==> config.mk <==
export PLATFORM = sky130hd
export DESIGN_NAME = aes_ctrl
export DESIGN_NICKNAME = d
export VERILOG_FILES = /design/src/rtl/aes_pkg.sv /design/src/rtl/aes_rnd_cnt.sv /design/src/rtl/aes_ctrl.sv
export SDC_FILE = /design/constraint.sdc
export NUM_CORES = 1
export LEC_CHECK = 0
export ABC_CLOCK_PERIOD_IN_PS = 2790
export BUFFER_PORTS_ARGS = -buffer_cell sky130_fd_sc_hd__buf_2
export CORE_AREA = 4 4 299 301
export CTS_CLUSTER_DIAMETER = 50
export CTS_CLUSTER_SIZE = 24
export DETAILED_ROUTE_END_ITERATION = 8
export DIE_AREA = 0 0 303 305
export HOLD_SLACK_MARGIN = 0.1
export MAX_ROUTING_LAYER = met4
export PLACE_DENSITY = 0.38
export SKIP_LAST_GASP = 1
export SLEW_MARGIN = 5
export SYNTH_ARGS = -nofsm -noshare
export SYNTH_HDL_FRONTEND = slang
export SYNTH_SLANG_ARGS = --single-unit
==> constraint.sdc <==
create_clock -name clk -period 2.79 [get_ports clk]
set_input_delay 0.279 -clock clk [delete_from_list [all_inputs] [get_ports clk]]
set_output_delay 0.279 -clock clk [all_outputs]
set_load 0.02 [all_outputs]
==> src/rtl/aes_pkg.sv <==
// Shared types and constants for the AES-128 datapath controller.
package aes_pkg;

    localparam int AES_BLK_W      = 128;
    localparam int NUM_ROUNDS_DEF = 10;

    typedef enum logic [2:0] {
        IDLE = 3'd0,
        INIT = 3'd1,
        LOAD = 3'd2,
        RUN  = 3'd3,
        WAIT = 3'd4,
        OUT  = 3'd5
    } aes_state_e;

    // Counter width for a modulus n; a 1-cycle count still needs one bit.
    function automatic int cnt_w(input int n);
        return (n > 1) ? $clog2(n) : 1;
    endfunction

endpackage

==> src/rtl/aes_rnd_cnt.sv <==
// Round counter plus cycle-in-round counter for the AES controller.
// rnd is forced to 1 on load, advances every ROUND_CYCLES cycles while en is
// high, and saturates at NUM_ROUNDS so it can be held through WAIT.
module aes_rnd_cnt
    import aes_pkg::*;
#(
    parameter int ROUND_CYCLES = 4,
    parameter int NUM_ROUNDS   = NUM_ROUNDS_DEF
) (
    input  logic       clk,
    input  logic       rst,
    input  logic       load,
    input  logic       en,
    input  logic       clr,
    output logic [3:0] rnd,
    output logic       last_round
);

    localparam int              CYC_W    = cnt_w(ROUND_CYCLES);
    localparam logic [CYC_W-1:0] CYC_LAST = CYC_W'(ROUND_CYCLES - 1);
    localparam logic [3:0]       RND_LAST = 4'(NUM_ROUNDS);

    logic [CYC_W-1:0] cyc_q, cyc_d;
    logic [3:0]       rnd_q, rnd_d;

    // Next-state for the round and cycle-in-round counters.
    always_comb begin
        cyc_d = cyc_q;
        rnd_d = rnd_q;
        if (load) begin
            rnd_d = 4'd1;
            cyc_d = '0;
        end else if (en) begin
            if (cyc_q == CYC_LAST) begin
                cyc_d = '0;
                if (rnd_q != RND_LAST) begin
                    rnd_d = rnd_q + 4'd1;
                end
            end else begin
                cyc_d = cyc_q + 1'b1;
            end
        end else if (clr) begin
            rnd_d = '0;
            cyc_d = '0;
        end
    end

    // Counter registers.
    always_ff @(posedge clk) begin
        if (rst) begin
            cyc_q <= '0;
            rnd_q <= '0;
        end else begin
            cyc_q <= cyc_d;
            rnd_q <= rnd_d;
        end
    end

    assign rnd        = rnd_q;
    // High during the final cycle of the final round.
    assign last_round = en && (rnd_q == RND_LAST) && (cyc_q == CYC_LAST);

endmodule

==> src/rtl/aes_ctrl.sv <==
// Sequencing controller for an iterative AES-128 datapath: latches the
// operands, walks the datapath through init/load/rounds, then waits (with a
// timeout) for the datapath to report completion and captures the result.
module aes_ctrl
    import aes_pkg::*;
#(
    parameter int INIT_CYCLES  = 3,
    parameter int ROUND_CYCLES = 4,
    parameter int NUM_ROUNDS   = NUM_ROUNDS_DEF,
    parameter int TIMEOUT      = 64
) (
    input  logic                 clk,
    input  logic                 rst,
    input  logic                 start,
    input  logic [AES_BLK_W-1:0] plain_in,
    input  logic [AES_BLK_W-1:0] key_in,
    output logic                 ready,
    output logic                 busy,
    output logic                 dp_init,
    output logic                 dp_ctrl1,
    output logic                 dp_ctrl2,
    output logic                 dp_ctrl3,
    output logic [3:0]           dp_rnd,
    output logic [AES_BLK_W-1:0] dp_plain_text,
    output logic [AES_BLK_W-1:0] dp_key,
    input  logic                 dp_done,
    input  logic [AES_BLK_W-1:0] dp_cipher,
    output logic [AES_BLK_W-1:0] cipher_out,
    output logic                 valid,
    output logic                 err
);

    localparam int                INIT_W    = cnt_w(INIT_CYCLES);
    localparam int                TMO_W     = cnt_w(TIMEOUT);
    localparam logic [INIT_W-1:0] INIT_LAST = INIT_W'(INIT_CYCLES - 1);
    localparam logic [TMO_W-1:0]  TMO_LAST  = TMO_W'(TIMEOUT - 1);

    aes_state_e           state_q, state_d;
    logic [INIT_W-1:0]    init_cnt_q, init_cnt_d;
    logic [TMO_W-1:0]     tmo_cnt_q, tmo_cnt_d;
    logic [AES_BLK_W-1:0] plain_q, plain_d;
    logic [AES_BLK_W-1:0] key_q, key_d;
    logic [AES_BLK_W-1:0] cipher_q, cipher_d;
    logic                 err_q, err_d;

    logic                 rnd_load;
    logic                 rnd_en;
    logic                 rnd_clr;
    logic                 last_round;
    logic [3:0]           rnd;

    // FSM next-state, operand capture, init/timeout counting.
    always_comb begin
        state_d    = state_q;
        init_cnt_d = init_cnt_q;
        tmo_cnt_d  = '0;
        plain_d    = plain_q;
        key_d      = key_q;
        cipher_d   = cipher_q;
        err_d      = 1'b0;
        case (state_q)
            IDLE: begin
                init_cnt_d = '0;
                if (start) begin
                    plain_d = plain_in;
                    key_d   = key_in;
                    state_d = INIT;
                end
            end
            INIT: begin
                if (init_cnt_q == INIT_LAST) begin
                    init_cnt_d = '0;
                    state_d    = LOAD;
                end else begin
                    init_cnt_d = init_cnt_q + 1'b1;
                end
            end
            LOAD: begin
                state_d = RUN;
            end
            RUN: begin
                if (last_round) begin
                    state_d = WAIT;
                end
            end
            WAIT: begin
                // Completion wins over a timeout expiring in the same cycle.
                if (dp_done) begin
                    cipher_d = dp_cipher;
                    state_d  = OUT;
                end else if (tmo_cnt_q == TMO_LAST) begin
                    err_d   = 1'b1;
                    state_d = IDLE;
                end else begin
                    tmo_cnt_d = tmo_cnt_q + 1'b1;
                end
            end
            OUT: begin
                state_d = IDLE;
            end
            default: begin
                state_d = IDLE;
            end
        endcase
    end

    // Controller state and data registers; reset returns everything to zero/IDLE.
    always_ff @(posedge clk) begin
        if (rst) begin
            state_q    <= IDLE;
            init_cnt_q <= '0;
            tmo_cnt_q  <= '0;
            plain_q    <= '0;
            key_q      <= '0;
            cipher_q   <= '0;
            err_q      <= 1'b0;
        end else begin
            state_q    <= state_d;
            init_cnt_q <= init_cnt_d;
            tmo_cnt_q  <= tmo_cnt_d;
            plain_q    <= plain_d;
            key_q      <= key_d;
            cipher_q   <= cipher_d;
            err_q      <= err_d;
        end
    end

    // Round counter: primed to 1 as LOAD is entered, stepped through RUN,
    // held through WAIT/OUT and cleared whenever the FSM heads to IDLE.
    assign rnd_load = (state_q == INIT) && (init_cnt_q == INIT_LAST);
    assign rnd_en   = (state_q == RUN);
    assign rnd_clr  = (state_d == IDLE);

    aes_rnd_cnt #(
        .ROUND_CYCLES (ROUND_CYCLES),
        .NUM_ROUNDS   (NUM_ROUNDS)
    ) u_rnd_cnt (
        .clk        (clk),
        .rst        (rst),
        .load       (rnd_load),
        .en         (rnd_en),
        .clr        (rnd_clr),
        .rnd        (rnd),
        .last_round (last_round)
    );

    assign ready         = (state_q == IDLE);
    assign busy          = ~ready;
    assign dp_init       = (state_q == INIT);
    assign dp_ctrl1      = (state_q == LOAD);
    assign dp_ctrl2      = (state_q == LOAD);
    assign dp_ctrl3      = (state_q == LOAD);
    assign dp_rnd        = rnd;
    assign dp_plain_text = plain_q;
    assign dp_key        = key_q;
    assign cipher_out    = cipher_q;
    assign valid         = (state_q == OUT);
    assign err           = err_q;

endmodule
==> impl_metrics.env, run 1 <==
export IMPL_initial_core_util_pct=16.5
export IMPL_p_leak_uw=0.0116
export IMPL_floorplan_rows=108
export IMPL_maxClockFrequency_ghz=0.423
export IMPL_cts_max_path_buffers=3
export IMPL_setup_tns_final_ps=0
export IMPL_power_clock_fraction_pct=50.2
export IMPL_postSynth_asyncResetShare_pct=0
export IMPL_detail_route_drc_violations=0
export IMPL_pins_over_their_slew_limit=0
export IMPL_final_net_count=3354
export IMPL_fin_crit_sh_pct=84.8
export IMPL_reg2reg_depth=7
export IMPL_critical_path_arrival_ps=2890
export IMPL_fin_worst_skew_ps=23.5
export IMPL_core_region_area_mm2=0.0866
export IMPL_cts_sinks=402
export IMPL_r2r_end="cipher_out[51]"
export IMPL_mean_cell_area_of_the_mapped_netlist_um2=8.01
export IMPL_cap_viol_max_count=0
export IMPL_global_route_wire_length_before_repair_um=98400
export IMPL_clk_pin_slew_worst_paths_ps=50
export IMPL_path_class="flip-flop to flip-flop"
export IMPL_chipWidth_um=303
export IMPL_setup_ws_ps=424
export IMPL_dp_worst_setup_slack_ps=798
export IMPL_slew_headroom_pct=49.6
export IMPL_post_synth_instance_area_mm2=0.0143
export IMPL_wire_per_inst_um=15.7
export IMPL_ys_ff_latch=402
export IMPL_totalWireLength_um=65600
export IMPL_vias_per_cell=3.90
export IMPL_cp_required_ps=3310
export IMPL_gp_routability_congestion=0.844
export IMPL_drt_first_pass_iters=5
export IMPL_timing_critical_path_to_type="flip-flop"
export IMPL_hold_path_endpoint="state_q[0]"
export IMPL_critical_r2r_launch="state_q[1]"
export IMPL_run_status="finished clean"
export IMPL_vias=16245
export IMPL_yosysTopAreaCell="dfxtp_1"
export IMPL_cts_htree_levels=3
export IMPL_netlist_cell_type_count=38
export IMPL_whs_path_depth=5
export IMPL_layout_drive_gt1_share_pct=31.3
export IMPL_syn_nets=2172
export IMPL_timing_final_setup_violations=0
export IMPL_synth_edf_count=0
export IMPL_path_cells="buf_4, nor3b_4, and2_4, buf_12, nand2_1, a21oi_1, dlygate4sd3_1"
export IMPL_synth_area_top_cells="dfxtp_1, nand2_1, a21oi_1, buf_6, clkbuf_1"
export IMPL_p_int_uw=12100
export IMPL_detailed_place_hpwl_um=47100
export IMPL_timing_reg2reg_setup_slack_ps=420
export IMPL_detail_route_iter0_violations=953
export IMPL_hold_path_class="input pin to flip-flop"
export IMPL_min_period_ps=2370
export IMPL_antenna_violating_nets_post_route=0
export IMPL_rsz0062_at_grt="no"
export IMPL_postCtsResizedCells=0
export IMPL_grt_start_max_net_pins=129
export IMPL_pwr_density_cell_mw_per_mm2=640
export IMPL_die_area_mm2=0.0924
export IMPL_synth_commonest_cells="nand2_1, dfxtp_1, a21oi_1, clkbuf_1, buf_6"
export IMPL_area_delta_synth_final_pct=80.6
export IMPL_cpMaxStageDelayCell="dlygate4sd3_1"
export IMPL_fp_dieH_um=305
export IMPL_syn_inst=1780
export IMPL_power_sequential_fraction_pct=37.1
export IMPL_synthesis_yosys_warnings=0
export IMPL_clk_root_buffer_cell="clkbuf_16"
export IMPL_tightest_slew_ps=750
export IMPL_track_usage_pct=14.0
export IMPL_min_from="start"
export IMPL_top_level_ports=784
export IMPL_synthDominantCellAreaShare_pct=56.4
export IMPL_cts_buffers=66
export IMPL_initial_antenna_violation_count=2
export IMPL_worst_setup_path_start_kind="flip-flop"
export IMPL_clock_network_latency_to_the_later_pin_of_the_worst_skew_pair_ps=590
export IMPL_io_buffer_count=783
export IMPL_cp_slowest_stage_delay_ps=550
export IMPL_globalRoute_totalOverflow=0
export IMPL_yosys_most_used_dff="dfxtp_1"
export IMPL_synth_most_common_cell="nand2_1"
export IMPL_worst_path_max_fanout=39
export IMPL_comb_pwr_share_pct=12.7
export IMPL_p_sw_uw=4410
export IMPL_ir_drop_uv=478
export IMPL_via_count_of_the_first_global_routing_pass=16988
export IMPL_switching_share_pct=26.8
export IMPL_cts_tree="done"
export IMPL_part_of_the_yosys_area_used_for_sequential_elements_pct=56.4
export IMPL_hold_viol=0
==> state kept, by name, indices dropped and copies added (netlist names) <==
register         flops
cipher_out         128
dp_key             128
dp_plain_text      128
err                  1
init_cnt_q           2
state_q              3
tmo_cnt_q            6
u_rnd_cnt.cyc_q      2
u_rnd_cnt.rnd        4
==> metal layers <==
layer | GRT usage, % | up-vias | routed length (µm)
met1 | 15.3 | 7418 | 25800
met4 | 6.54 | 0 | 3000
met3 | 4.13 | 163 | 4850
met5 | - | - | 0
met2 | 23.3 | 544 | 31900
li1 | - | 8120 | -
==> cell usage in the layout (no fill, tap or decap), drive strengths merged, types with 5 or more instances in the layout <==
master       synthesis  layout
buf                 62     821
dlygate4sd3          0     426
nand3                5       5
dfxtp              402     402
inv                  5      18
nor2                17      17
clkbuf              71      80
a21oi              390     390
clkinv               0      17
nand2              779     779
nor3                 7       7
==> metrics by stage <==
| stage | total power [µW] | hold slack [ps] | utilization (%) | cells | cell area, µm² |
|---|---|---|---|---|---|
| after floorplan | 7100 | 415 | - | 1780 | 14300 |
| after global placement | 7880 | 432 | 22.2 | 3623 | 19200 |
| after detailed placement | 7870 | 443 | 22.2 | 3623 | 19200 |
| after CTS | 16800 | 187 | 29.7 | 4167 | 25700 |
| after global routing | 17200 | 215 | 29.7 | 4168 | 25700 |
| final | 16500 | 235 | 29.7 | 4168 | 25700 |
==> kinds of logic after synthesis <==
| family | Yosys count | synth area share (%) |
|---|---|---|
| AOI/OAI and AO/OA | 405 | 14.5 |
| xor gates and xnor gates | 5 | 0.307 |
| adders and majority gates | 4 | 0.351 |
| buffers and inverters | 138 | 5.97 |
| DFF | 402 | 56.4 |
| muxes | 1 | 0.0790 |
| and+or+nand+nor | 825 | 22.4 |
==> power by group through the flow <==
| stage | sequential [µW] | clock, µW | combinational [µW] |
|---|---|---|---|
| floorplan | 6510 | 0 | 591 |
| global placement | 6230 | 0 | 1650 |
| detailed placement | 6230 | 0 | 1640 |
| CTS | 6110 | 8550 | 2130 |
| global route | 6140 | 8780 | 2280 |
| finish | 6110 | 8260 | 2100 |
==> cell type report <==
class | count | area, µm²
sequential | 402 | 8050
fill | 9490 | 60900
inverter | 5 | 18.8
antenna | 1 | 2.50
tap | 1155 | 1450
timing repair buffer | 1247 | 8620
clock inverter | 38 | 405
multi-input combinational | 1240 | 5380
clock buffer | 80 | 1830
==> repair_timing <==
action / CTS / global route
endpoints found under the hold margin: 387 / 0
hold buffers: 426 / 0
setup buffers: 0 / 0
==> critical path, delay by kind of cell, from the launching register on <==
kind | cells | cell delay (ps)
AOI/OAI and AO/OA | 1 | 120
buffers and inverters | 3 | 1010
DFF | 1 | 330
and+or+nand+nor | 3 | 820
==> worst max path at each step <==
stage,slack [ps],cells past startpoint,start,to
6_report,420,7,state_q[1],cipher_out[51]
5_1_grt,280,7,state_q[2],dp_plain_text[41]
4_1_cts,390,7,state_q[2],dp_plain_text[58]
3_5_place_dp,800,7,state_q[1],cipher_out[105]
3_3_place_gp,830,7,state_q[1],cipher_out[61]
2_1_floorplan,1000,3,state_q[1],dp_ctrl2
Note: power is estimated with default switching activity, not from simulation.
==> run 2, diff against run 1 <==
Settings changed: ABC_CLOCK_PERIOD_IN_PS 2790 to 2000, CORE_AREA 4 4 299 301 to 4 4 300 302, DIE_AREA 0 0 303 305 to 0 0 304 306, PLACE_DENSITY 0.38 to 0.39.
Clock period 2.79 ns to 2 ns, I/O delays scaled along.
==> impl_metrics.env, run 2 (synthesized netlist as in run 1, its figures left out) <==
export IMPL_area_delta_synth_final_pct=82.4
export IMPL_family_with_the_most_delay_on_the_worst_path="buffers and inverters"
export IMPL_vias_per_cell=3.90
export IMPL_run_status="finished clean"
export IMPL_insertedDiodeCount=0
export IMPL_die_area_mm2=0.0930
export IMPL_critPathCapture="dp_key[119]"
export IMPL_floorplan_rows=109
export IMPL_cp_startpoint="state_q[2]"
export IMPL_area_of_all_placed_cells_without_fillers_mm2=0.0260
export IMPL_most_used_cells_in_the_layout_excluding_fill_and_tap_cells="nand2_1, buf_2, dfxtp_1"
export IMPL_maxClockFrequency_ghz=0.520
export IMPL_critical_r2r_launch="state_q[2]"
export IMPL_tightest_slew_ps=644
export IMPL_io_buffer_count=783
export IMPL_gp_routability_congestion=0.805
export IMPL_grt_start_max_net_pins=129
export IMPL_cp_slowest_stage_delay_ps=590
export IMPL_globalRoute_totalOverflow=0
export IMPL_initial_core_util_pct=16.3
export IMPL_placedCellCount=3646
export IMPL_worst_setup_path_start_kind="flip-flop"
export IMPL_timing_reg2reg_setup_slack_ps=80
export IMPL_initial_antenna_violation_count=0
export IMPL_core_region_area_mm2=0.0877
export IMPL_layout_cells_non_filler=4172
export IMPL_pins_over_their_slew_limit=0
export IMPL_dpl_instance_area_mm2=0.0195
export IMPL_worst_path_max_fanout=27
export IMPL_critical_path_cell_count=7
export IMPL_vias=16285
export IMPL_cap_viol_max_count=0
export IMPL_hold_path_class="input pin to flip-flop"
export IMPL_detailed_place_hpwl_um=46400
export IMPL_fin_worst_skew_ps=24.6
export IMPL_cts_buffers=69
export IMPL_wire_per_inst_um=15.7
export IMPL_p_leak_uw=0.0116
export IMPL_via_count_of_the_first_global_routing_pass=16515
export IMPL_min_period_ps=1920
export IMPL_cpMaxStageDelayCell="dlygate4sd3_1"
export IMPL_reg2reg_depth=7
export IMPL_clk_root_buffer_cell="clkbuf_16"
export IMPL_final_net_count=3343
export IMPL_chipWidth_um=304
export IMPL_track_usage_pct=13.7
export IMPL_slew_headroom_pct=57.1
export IMPL_critical_path_arrival_ps=2370
export IMPL_global_route_wire_length_before_repair_um=98000
export IMPL_totalWireLength_um=65400
export IMPL_timing_critical_path_to_type="flip-flop"
export IMPL_rsz0062_at_grt="yes"
export IMPL_clk_pin_slew_worst_paths_ps=70
export IMPL_cts_max_path_buffers=3
export IMPL_detail_route_drc_violations=0
export IMPL_fin_crit_sh_pct=96.2
export IMPL_cts_tree="done"
export IMPL_ir_drop_uv=607
export IMPL_r2r_end="dp_key[119]"
export IMPL_cts_sinks=402
export IMPL_path_class="flip-flop to flip-flop"
export IMPL_antenna_violating_nets_post_route=0
export IMPL_pwr_density_cell_mw_per_mm2=925
export IMPL_postLayoutCoreUtil_pct=29.7
export IMPL_hold_viol=0
export IMPL_layout_drive_gt1_share_pct=32.6
export IMPL_fp_dieH_um=306
export IMPL_path_cells="nor3_4, nand2_4, buf_12, buf_4, nand2_1, a21oi_1, dlygate4sd3_1"
export IMPL_drt_first_pass_iters=5
export IMPL_whs_path_depth=4
export IMPL_cp_required_ps=2450
export IMPL_clock_network_latency_to_the_later_pin_of_the_worst_skew_pair_ps=590
export IMPL_timing_final_setup_violations=0
export IMPL_cts_htree_levels=3
export IMPL_top_level_ports=784
export IMPL_detail_route_iter0_violations=776
export IMPL_cp_buffers_inverters=3
## run 2: per-stage QoR
step                hold slack, ps  total power [µW]  setup WS (ps)  TNS [ps]
global route                   347             25100          -13.0     -14.5
global placement               435             11100            323         0
detailed placement             441             11100            344         0
finish                         383             24100           75.9         0
floorplan                      336              9910            291         0
CTS                            313             24500          -61.4      -246
## run 2: area by class of cell
type                       instances  area [µm²]
fill                            9541       61700
timing repair buffer            1233        8600
sequential                       402        8050
multi-input combinational       1240        5400
clock buffer                      85        1950
tap                             1165        1460
clock inverter                    42         522
inverter                           5        22.5
## run 2: worst min-delay path by stage
stage / start / to
finish: key_in[78] / dp_key[78]
CTS: dp_cipher[36] / cipher_out[36]
floorplan: plain_in[48] / dp_plain_text[48]
detailed placement: tmo_cnt_q[0] / tmo_cnt_q[0]
global route: plain_in[59] / dp_plain_text[59]
global placement: tmo_cnt_q[0] / tmo_cnt_q[0]
## run 2: per-layer routing
layer  vias up  global-route usage [%]  wire [µm]
met2       541                    22.8      32200
met1      7502                    15.2      26400
met5         -                       -          0
met3       144                    4.30       4300
li1       8098                       -          -
met4         0                    5.54       2600
## run 2: worst min-delay path, cell delays in order
cell and delay [ps]:
dlygate4sd3_1 530, buf_2 120, nand2_1 50, a21oi_1 50
## run 2: where the power goes
group	switching, µW	internal [µW]	total (µW)
Sequential	179	8350	8530
Combinational	1620	1380	3000
Clock	4440	8080	12500
## run 2: timing repair
action	in CTS	in global routing
hold buffers	393	0
endpoints found under the hold margin	396	0
cloned	0	1
setup buffers	0	5
pin swaps	0	4
resized for setup	13	10
endpoints found under the setup margin	5	11
